### src/rtl/wb_master_port.sv
// wb_master_port: single-outstanding pipelined Wishbone initiator.
// A command is taken on a valid/ready interface and driven as one bus transaction.
// The result comes back as read data or an error on a valid/ready response interface.
// Optional feature macro: WBM_TIMEOUT_EN aborts a transaction that sees no ack/err
// within TO_CYC cycles of REQ+WAIT and reports it as an error.
module wb_master_port #(
  parameter int unsigned DW     = 32,
  parameter int unsigned AW     = 3,
  parameter int unsigned TO_CYC = 16
) (
  input  logic            i_clk,
  input  logic            i_reset,
  input  logic            i_cmd_valid,
  output logic            o_cmd_ready,
  input  logic            i_cmd_we,
  input  logic [AW-1:0]   i_cmd_addr,
  input  logic [DW-1:0]   i_cmd_data,
  input  logic [DW/8-1:0] i_cmd_sel,
  output logic            o_rsp_valid,
  input  logic            i_rsp_ready,
  output logic [DW-1:0]   o_rsp_data,
  output logic            o_rsp_err,
  output logic            o_wb_cyc,
  output logic            o_wb_stb,
  output logic            o_wb_we,
  output logic [AW-1:0]   o_wb_addr,
  output logic [DW-1:0]   o_wb_data,
  output logic [DW/8-1:0] o_wb_sel,
  input  logic            i_wb_stall,
  input  logic            i_wb_ack,
  input  logic            i_wb_err,
  input  logic [DW-1:0]   i_wb_data
);

  localparam int unsigned SW = DW / 8;

  typedef enum logic [1:0] {
    IDLE = 2'd0,
    REQ  = 2'd1,
    WAIT = 2'd2,
    RESP = 2'd3
  } state_t;

  state_t          state_q, state_d;
  logic            cmd_ready_d;
  logic            cyc_d, stb_d, we_d;
  logic [AW-1:0]   addr_d;
  logic [DW-1:0]   wdata_d;
  logic [SW-1:0]   sel_d;
  logic            rsp_valid_d, rsp_err_d;
  logic [DW-1:0]   rsp_data_d;
  logic            done_c;

`ifdef WBM_TIMEOUT_EN
  localparam int unsigned CW = $clog2(TO_CYC) + 1;
  logic [CW-1:0] to_cnt_q, to_cnt_d;
`endif

  // Next-state and next-output decode; every output is registered below.
  always_comb begin
    state_d     = state_q;
    cyc_d       = o_wb_cyc;
    stb_d       = o_wb_stb;
    we_d        = o_wb_we;
    addr_d      = o_wb_addr;
    wdata_d     = o_wb_data;
    sel_d       = o_wb_sel;
    rsp_valid_d = o_rsp_valid;
    rsp_data_d  = o_rsp_data;
    rsp_err_d   = o_rsp_err;
    done_c      = 1'b0;
`ifdef WBM_TIMEOUT_EN
    to_cnt_d    = to_cnt_q;
`endif

    case (state_q)
      IDLE: begin
        if (i_cmd_valid && o_cmd_ready) begin
          state_d = REQ;
          cyc_d   = 1'b1;
          stb_d   = 1'b1;
          we_d    = i_cmd_we;
          addr_d  = i_cmd_addr;
          wdata_d = i_cmd_data;
          sel_d   = i_cmd_sel;
`ifdef WBM_TIMEOUT_EN
          to_cnt_d = '0;
`endif
        end
      end
      REQ: begin
        // Strobe is accepted only on a non-stalled edge; ack/err counts only then.
        if (!i_wb_stall) begin
          stb_d = 1'b0;
          if (i_wb_ack || i_wb_err) done_c = 1'b1;
          else                      state_d = WAIT;
        end
      end
      WAIT: begin
        if (i_wb_ack || i_wb_err) done_c = 1'b1;
      end
      RESP: begin
        if (i_rsp_ready) begin
          state_d     = IDLE;
          rsp_valid_d = 1'b0;
          rsp_data_d  = '0;
          rsp_err_d   = 1'b0;
        end
      end
      default: state_d = IDLE;
    endcase

    // Bus completion: error wins over ack, writes and errors return zero data.
    if (done_c) begin
      state_d     = RESP;
      cyc_d       = 1'b0;
      stb_d       = 1'b0;
      rsp_valid_d = 1'b1;
      rsp_err_d   = i_wb_err;
      rsp_data_d  = (!o_wb_we && i_wb_ack && !i_wb_err) ? i_wb_data : '0;
    end

`ifdef WBM_TIMEOUT_EN
    // Abort a transaction whose responder never answers.
    if (state_q == REQ || state_q == WAIT) begin
      to_cnt_d = to_cnt_q + CW'(1);
      if (!done_c && to_cnt_q == CW'(TO_CYC - 1)) begin
        state_d     = RESP;
        cyc_d       = 1'b0;
        stb_d       = 1'b0;
        rsp_valid_d = 1'b1;
        rsp_err_d   = 1'b1;
        rsp_data_d  = '0;
      end
    end
`endif

    cmd_ready_d = (state_d == IDLE);
  end

  // State register.
  always_ff @(posedge i_clk or posedge i_reset) begin
    if (i_reset) state_q <= IDLE;
    else         state_q <= state_d;
  end

  // Output registers; reset drops the bus cycle and any pending response at once.
  always_ff @(posedge i_clk or posedge i_reset) begin
    if (i_reset) begin
      o_cmd_ready <= 1'b0;
      o_wb_cyc    <= 1'b0;
      o_wb_stb    <= 1'b0;
      o_wb_we     <= 1'b0;
      o_wb_addr   <= '0;
      o_wb_data   <= '0;
      o_wb_sel    <= '0;
      o_rsp_valid <= 1'b0;
      o_rsp_data  <= '0;
      o_rsp_err   <= 1'b0;
    end else begin
      o_cmd_ready <= cmd_ready_d;
      o_wb_cyc    <= cyc_d;
      o_wb_stb    <= stb_d;
      o_wb_we     <= we_d;
      o_wb_addr   <= addr_d;
      o_wb_data   <= wdata_d;
      o_wb_sel    <= sel_d;
      o_rsp_valid <= rsp_valid_d;
      o_rsp_data  <= rsp_data_d;
      o_rsp_err   <= rsp_err_d;
    end
  end

`ifdef WBM_TIMEOUT_EN
  // Timeout counter register.
  always_ff @(posedge i_clk or posedge i_reset) begin
    if (i_reset) to_cnt_q <= '0;
    else         to_cnt_q <= to_cnt_d;
  end
`endif

endmodule

### config.mk
export PLATFORM = sky130hd
export DESIGN_NAME = wb_master_port
export DESIGN_NICKNAME = d
export VERILOG_FILES = /design/src/rtl/wb_master_port.sv
export SDC_FILE = /design/constraint.sdc
export NUM_CORES = 1
export LEC_CHECK = 0
export CORE_MARGIN = 1.5
export CORE_UTILIZATION = 40
export DETAILED_ROUTE_END_ITERATION = 12
export GPL_TIMING_DRIVEN = 0
export PLACE_DENSITY_LB_ADDON = 0.25
export SYNTH_ARGS = -nofsm -noshare
export SYNTH_HDL_FRONTEND = slang
export SYNTH_SLANG_ARGS = --single-unit
### constraint.sdc
create_clock -name i_clk -period 3.2 [get_ports i_clk]
set_input_delay 0.64 -clock i_clk [delete_from_list [all_inputs] [get_ports i_clk]]
set_output_delay 0.64 -clock i_clk [all_outputs]
set_load 0.03 [all_outputs]
## After elaboration in Yosys (flattened, before gate mapping)

Index checks and enable logic that the tools add are counted.

- Equal/unequal tests: 5
- Mux-type cells: 23
- Reductions and logical operators: 17

Operators with widths:

| operator | number |
|---|---|
| $mux 32 | 4 |
| $mux 1 | 11 |
| $mux 2 | 5 |
| $reduce_bool 2->1 | 4 |
| $ne 3x3->1 const B | 2 |
| $pmux 2 s3 | 1 |
| $reduce_and 2->1 | 3 |
| $eq 2x2->1 const B | 2 |
| $logic_not 2->1 | 2 |
| $pmux 1 s2 | 2 |
| $logic_and 1x1->1 | 3 |
| $reduce_and 3->1 | 1 |
| $reduce_bool 3->1 | 1 |
| $eq 2x1->1 const B | 1 |
| $logic_not 1->1 | 2 |
| $logic_or 1x1->1 | 1 |

- Register bits: 79
- Input port bits: 79
- Output and inout bits: 77
- Logic and storage cells: 56

## Logic depth before layout (Yosys ltp)

Gate-level depths: netlist of the first run.

- Depth in word-level cells: 6
- Depth in mapped cells: 7
- Mapped depth without buffers: 5

## Worst setup path after synthesis of the first run

OpenSTA, ideal clock, no wires.

- Path kind: input-to-reg
- Start: in i_wb_stall
- End: reg o_rsp_data[22]
- Setup time: 0.122 ns
- Data arrival time: 1.584 ns
- Data required time: 3.078 ns
- Slack: 1.494 ns
- Stages: 5
- Buffers on the path: 2
- Cells stage by stage: nand2b_1 > a211o_1 > buf_6 > buf_6 > a32o_1

- Longest elaborated chain between the ends: 4
- Elaborated cells on any way between the ends: 6
- Classes of those cells: 3 x mux; 3 x reduce/logical

Ends and longest elaborated chain:

| item | line | RTL |
|---|---|---|
| start, declared | 29 | `input logic i_wb_stall,` |
| $mux 1 (*) | 93 | `if (!i_wb_stall) begin` |
| $pmux 1 s2 (*) | 76 | `case (state_q)` |
| $reduce_bool 2->1 (no source line) | -- |  |
| $reduce_and 2->1 (no source line) | -- |  |
| end signal, assigned | 169 | `o_rsp_data <= rsp_data_d;` |
| end, declared | 21 | `output logic [DW-1:0] o_rsp_data,` |

Every way passes the cells marked *; elsewhere a longest branch is shown, timed or not.
A chain may end at the register's enable or synchronous reset.

## Final worst setup path of the first run

- Start: reg o_rsp_data[21]
- End: out o_rsp_data[21]

No word-level cell between the ends.

==> qor.yml, run 1 <==
worst_setup_path:
  reg2reg_to: "o_wb_data[25]"
  r2r_start: "state_q[0]"
  rrSetupSlack_ns: 1.25
  crit_buf_inv: 1
  path_class: "reg2out"
  endpoint_kind: "output port"
  crit_fanout: 2
  max_stage_delay_ns: 0.69
  critPathArrivalTime_ns: 1.39
  crit_start: "o_rsp_data[21]"
  path_cells: "clkdlybuf4s50_1"
  cp_top_family: "buffers and inverters"
  cp.required_ns: 2.56
  worst_setup_path_start_kind: "flop"
  reg2reg_depth: 6
  slowest_stage: "clkdlybuf4s50_1"
timing:
  maxSlewHeadroom_pct: 68.2
  setup_ws_ns: 1.17
  min_period_over_period_pct: 63.5
  rsz0062_at_grt: "no"
  finalHoldViolations: 0
  finClkSkew_ns: 0.00990
  drv_slew: 0
  clock.fmax_mhz: 492
  layout_min_cycle_time_ns: 2.03
  setup_viol: 0
  tightest_slew_ns: 0.477
clocking:
  cts_made_buffers: 9
  clkSlewWorstSetupHoldPaths_ns: 0.08
  cts_max_level: 3
  cts_tree: "built"
  cts-root-buf: "clkbuf_8"
  cts_buffer_depth: 2
  cts_resized: 0
  hold_buffers: 0
  cts_setup_buffers: 0
  clk_latency_ns: 0.34
  cts.sinks: 79
yosys:
  yosys_warnings: 0
  synth_top_cell_area_share_pct: 64.2
  synth_commonest_cells: "79 x dfrtp_1, 40 x mux2_2, 33 x a32o_1, 7 x buf_2"
  async_flop_share_pct: 100
  syn_area_per_cell_sq_um: 15.2
  synth.net_count: 287
  syn_inst: 203
  synth_cell_types: 25
  yosysTopAreaCell: "dfrtp_1"
  ys.flop_type: "dfrtp_1"
  yosysMostFrequentCell: "dfrtp_1"
  yosysSeqAreaShare_pct: 64.2
  ys_ff_latch: 79
  syn_area_sq_um: 3080
  synth_edf_count: 0
  synth_area_leaders: "dfrtp_1 64%, mux2_2 15%, a32o_1 11%"
layout:
  multi_input_area_sq_um: 1000
  fin_cells: 473
  diodes: 0
  fin_nets: 454
  drive_gt1_share_pct: 17.6
  fill_cells: 591
  layout.area.seq_sq_um: 1980
  area_growth_pct: 61.5
  final_util_pct: 67.5
floorplanning:
  core_area_sq_um: 7370
  start_util_pct: 41.8
  rows: 31
  io_pins: 156
  die-area_sq_um: 8240
  die_y_um: 90.8
  die_w_um: 90.8
hold_path:
  hold_class: "reg2reg"
  hold_end: "o_rsp_valid"
  hp-start: "o_rsp_valid"
  hold_path_depth: 2
placement:
  placed_cells: 458
  io_buffers: 155
  dp_hpwl_um: 5740
  place_ws_ns: 0.857
  gp_congestion: 0.732
grt:
  grt.total_usage_pct: 18.9
  grt_max_degree: 44
  grt-ovfl-total: 0
  antenna_found_initial: 0
  grt_pass1_vias: 2488
  grt_pass1_wl_um: 12200
drt:
  drtIter0Drc: 78
  via_per_inst: 5.04
  routedWlPerCell_um: 16.1
  ant_nets: 0
  firstDrtPassIters: 4
  postRouteWirelength_um: 7630
  drc_errors: 0
  via_count: 2386
power:
  p_leak_nw: 2.09
  power_density_nw_per_um2: 1100
  total_power_w: 0.00547
  ir_drop_uv: 534
job:
  drv_cap: 0
outcome:
  status: "completed"
==> worst max path at each step <==
stage,endpoint,slack [ns],depth (start not counted)
6_report,o_rsp_data[21],1.17,1
5_1_grt,o_wb_data[16],1.08,6
4_1_cts,o_wb_we,1.14,1
3_5_place_dp,o_wb_data[25],0.86,5
3_3_place_gp,o_rsp_data[8],-0.74,2
2_1_floorplan,o_cmd_ready,0.54,1
==> cell type report <==
type	count	share of cell area, %
inverters	6	0.503
flip-flops and latches	79	39.7
well taps	99	2.49
clock buffers	12	3.12
multi-input cells	103	20.1
plain buffers	15	1.61
repair buffers	156	31.6
clock inverters	3	0.855
==> metrics by stage <==
stage | hold WS [ns] | instance area, sq um | TNS (ns)
after floorplan | 0.576 | 3080 | 0
after global placement | 0.460 | 4760 | -57.77
after detailed placement | 0.470 | 4780 | 0
after CTS | 0.490 | 4980 | 0
after global routing | 0.512 | 4980 | 0
final | 0.480 | 4980 | 0
==> state kept, by name, indices dropped and copies added, names as in the netlist <==
register	flops
o_rsp_data	32
o_wb_data	32
o_wb_sel	4
o_wb_addr	3
state_q	2
o_cmd_ready	1
o_rsp_err	1
o_rsp_valid	1
o_wb_cyc	1
o_wb_stb	1
o_wb_we	1
==> tightest hold or removal path, delay by kind of cell (launching register included) <==
family | cells | cell delay (ns)
DFF | 1 | 0.35
and+or+nand+nor | 2 | 0.10
==> cell families after synthesis <==
logic type / after synthesis / synth area share (%)
DFF: 79 / 64.2
AOI/OAI and AO/OA: 47 / 14.0
muxes: 40 / 14.6
buffers and inverters: 21 / 3.33
and+or+nand+nor: 11 / 1.83
adders and majority gates: 5 / 2.03
==> power by group <==
| part | switching [W] | total, W | internal, W |
|---|---|---|---|
| combinational | 0.00158 | 0.00299 | 0.00140 |
| clock | 0.000332 | 0.000730 | 0.000398 |
| sequential | 0.000262 | 0.00176 | 0.00149 |
==> metal layers <==
metal | vias up | routed length, um | GRT usage [%]
met4 | 0 | 87 | 6.75
met2 | 112 | 3530 | 29.6
met3 | 8 | 806 | 7.49
met5 | - | 0 | 0
met1 | 1172 | 3210 | 23.5
li1 | 1094 | - | -
==> layout by cell type, fill, tap and decap left out, drive strengths merged <==
cell type / count
buf: 10
clkbuf: 18
bufinv: 1
o21a: 1
nor4: 2
dfrtp: 79
o21ai: 3
o31a: 1
a32o: 33
a21oi: 2
nor2: 2
clkdlybuf4s50: 155
ha: 5
a31oi: 1
a211o: 1
inv: 6
a21boi: 2
clkinv: 1
clkinvlp: 1
o21bai: 1
and3: 1
nand2: 3
o221a: 1
nand2b: 1
mux2: 40
nor2b: 2
o2111a: 1
No activity file was read; power rests on OpenSTA's default activity.
==> inputs of run 2 (changes only) <==
--- a/config.mk
+++ b/config.mk
@@ -6,7 +6,7 @@
 export NUM_CORES = 1
 export LEC_CHECK = 0
 export CORE_MARGIN = 1.5
-export CORE_UTILIZATION = 40
+export CORE_UTILIZATION = 36
 export DETAILED_ROUTE_END_ITERATION = 12
 export GPL_TIMING_DRIVEN = 0
 export PLACE_DENSITY_LB_ADDON = 0.25
==> constraint.sdc (replaced) <==
create_clock -name i_clk -period 1.8 [get_ports i_clk]
set_input_delay 0.36 -clock i_clk [delete_from_list [all_inputs] [get_ports i_clk]]
set_output_delay 0.36 -clock i_clk [all_outputs]
set_load 0.03 [all_outputs]
==> qor.yml, run 2 (synthesis results as in run 1) <==
outcome:
  status: "completed"
layout:
  final_common_cell: "clkdlybuf4s50_1"
  final_util_pct: 61.8
  drive_gt1_share_pct: 21.9
  fin_nets: 459
  diodes: 0
  reg_top3: "o_rsp_data x32, o_wb_data x32, o_wb_sel x4"
  layout_common_cells: "151 x clkdlybuf4s50_1, 79 x dfrtp_1, 40 x mux2_2, 33 x a32o_1, 11 x clkbuf_8"
  area_growth_pct: 65.6
timing:
  clock.fmax_mhz: 564
  maxSlewHeadroom_pct: 63.8
  finalHoldViolations: 0
  tightest_slew_ns: 0.543
  finClkSkew_ns: 0.00611
  rsz0062_at_grt: "yes"
  drv_slew: 0
  finalHoldWorstSlack_ns: 0.415
  min_period_over_period_pct: 98.5
  layout_min_cycle_time_ns: 1.77
  setup_viol: 0
worst_setup_path:
  crit_fanout: 2
  path_cells: "clkdlybuf4s50_1"
  crit_buf_inv: 1
  endpoint_kind: "output port"
  r2r_start: "state_q[0]"
  max_stage_delay_ns: 0.70
  path_class: "reg2out"
  critPathArrivalTime_ns: 1.41
  slowest_stage: "clkdlybuf4s50_1"
  cp.required_ns: 1.44
  crit_start: "o_rsp_data[25]"
  cp_top_family: "buffers and inverters"
  worst_setup_path_start_kind: "flop"
clocking:
  hold_buffers: 0
  cts-root-buf: "clkbuf_8"
  clk_latency_ns: 0.34
  cts_made_buffers: 9
  cts_buffer_depth: 2
  cts_tree: "built"
  cts_max_level: 3
  cts.sinks: 79
  clkSlewWorstSetupHoldPaths_ns: 0.08
floorplanning:
  io_pins: 156
  die-area_sq_um: 9120
  core_area_sq_um: 8260
  die_y_um: 95.5
  die_w_um: 95.5
  rows: 33
  start_util_pct: 37.3
power:
  p_leak_nw: 2.15
  power_density_nw_per_um2: 1940
  total_power_w: 0.00989
  ir_drop_uv: 1090
drt:
  via_count: 2415
  routedWlPerCell_um: 16.2
  postRouteWirelength_um: 7850
  ant_nets: 0
  drtIter0Drc: 67
  via_per_inst: 4.99
  drc_errors: 0
  firstDrtPassIters: 4
grt:
  grt_max_degree: 35
  grt_pass1_vias: 2438
  grt_pass1_wl_um: 11800
  antenna_found_initial: 0
  grt.total_usage_pct: 17.2
  grt-ovfl-total: 0
job:
  drv_cap: 0
placement:
  dp_hpwl_um: 5680
  gp_congestion: 0.756
  io_buffers: 155
hold_path:
  hold_class: "in2async"
-- run 2: path summary, 6_finish.rpt --
check,endpoint,slack [ns],depth (start not counted)
max in group asynchronous,o_rsp_data[20],0.65,4
max reg2reg,o_rsp_err,0.05,7
min in group i_clk,o_rsp_valid,0.48,2
min reg2reg,o_rsp_valid,0.48,2
max,o_rsp_data[25],0.03,1
min,o_wb_data[22],0.42,2
-- run 2: final cells by class --
type                    instances  area (sq um)
fillers                       679          3160
well taps                     105           131
flip-flops and latches         79          1980
clock buffers                  12           155
inverters                       6          26.3
clock inverters                 3          42.5
multi-input cells             103          1030
repair buffers                162          1640
plain buffers                  14           103
-- run 2: where the power goes --
group / switching [W] / total [W] / leakage, nW / internal (W)
clock network: 0.000609 / 0.00132 / 0.0985 / 0.000708
registers: 0.000454 / 0.00311 / 0.994 / 0.00266
logic: 0.00287 / 0.00546 / 1.06 / 0.00259
-- run 2: what timing repair did --
| item | 4_1_cts | 5_1_grt |
|---|---|---|
| setup endpoints to repair | 65 | 21 |
| pin swaps | 0 | 1 |
| setup buffers | 2 | 3 |
| gates resized for setup | 12 | 16 |
| endpoints found under the hold margin | 0 | 0 |
-- run 2: per-stage QoR --
step | setup WS, ns | area, sq um | cells | setup TNS, ns
final | 0.0278 | 5100 | 484 | 0
after global routing | -0.0277 | 5100 | 484 | -0.104
after CTS | 0.00994 | 5040 | 481 | 0
after detailed placement | -0.270 | 4810 | 465 | -16.82
after global placement | -0.387 | 4770 | 463 | -45.84
after floorplan | 0.104 | 3080 | 203 | 0
-- run 2: layer usage --
layer	track usage [%]	up-vias	wire length, um
met4	8.46	0	155
li1	-	1115	-
met1	20.4	1173	3360
met3	6.54	11	871
met2	27.1	116	3460
met5	0	-	0
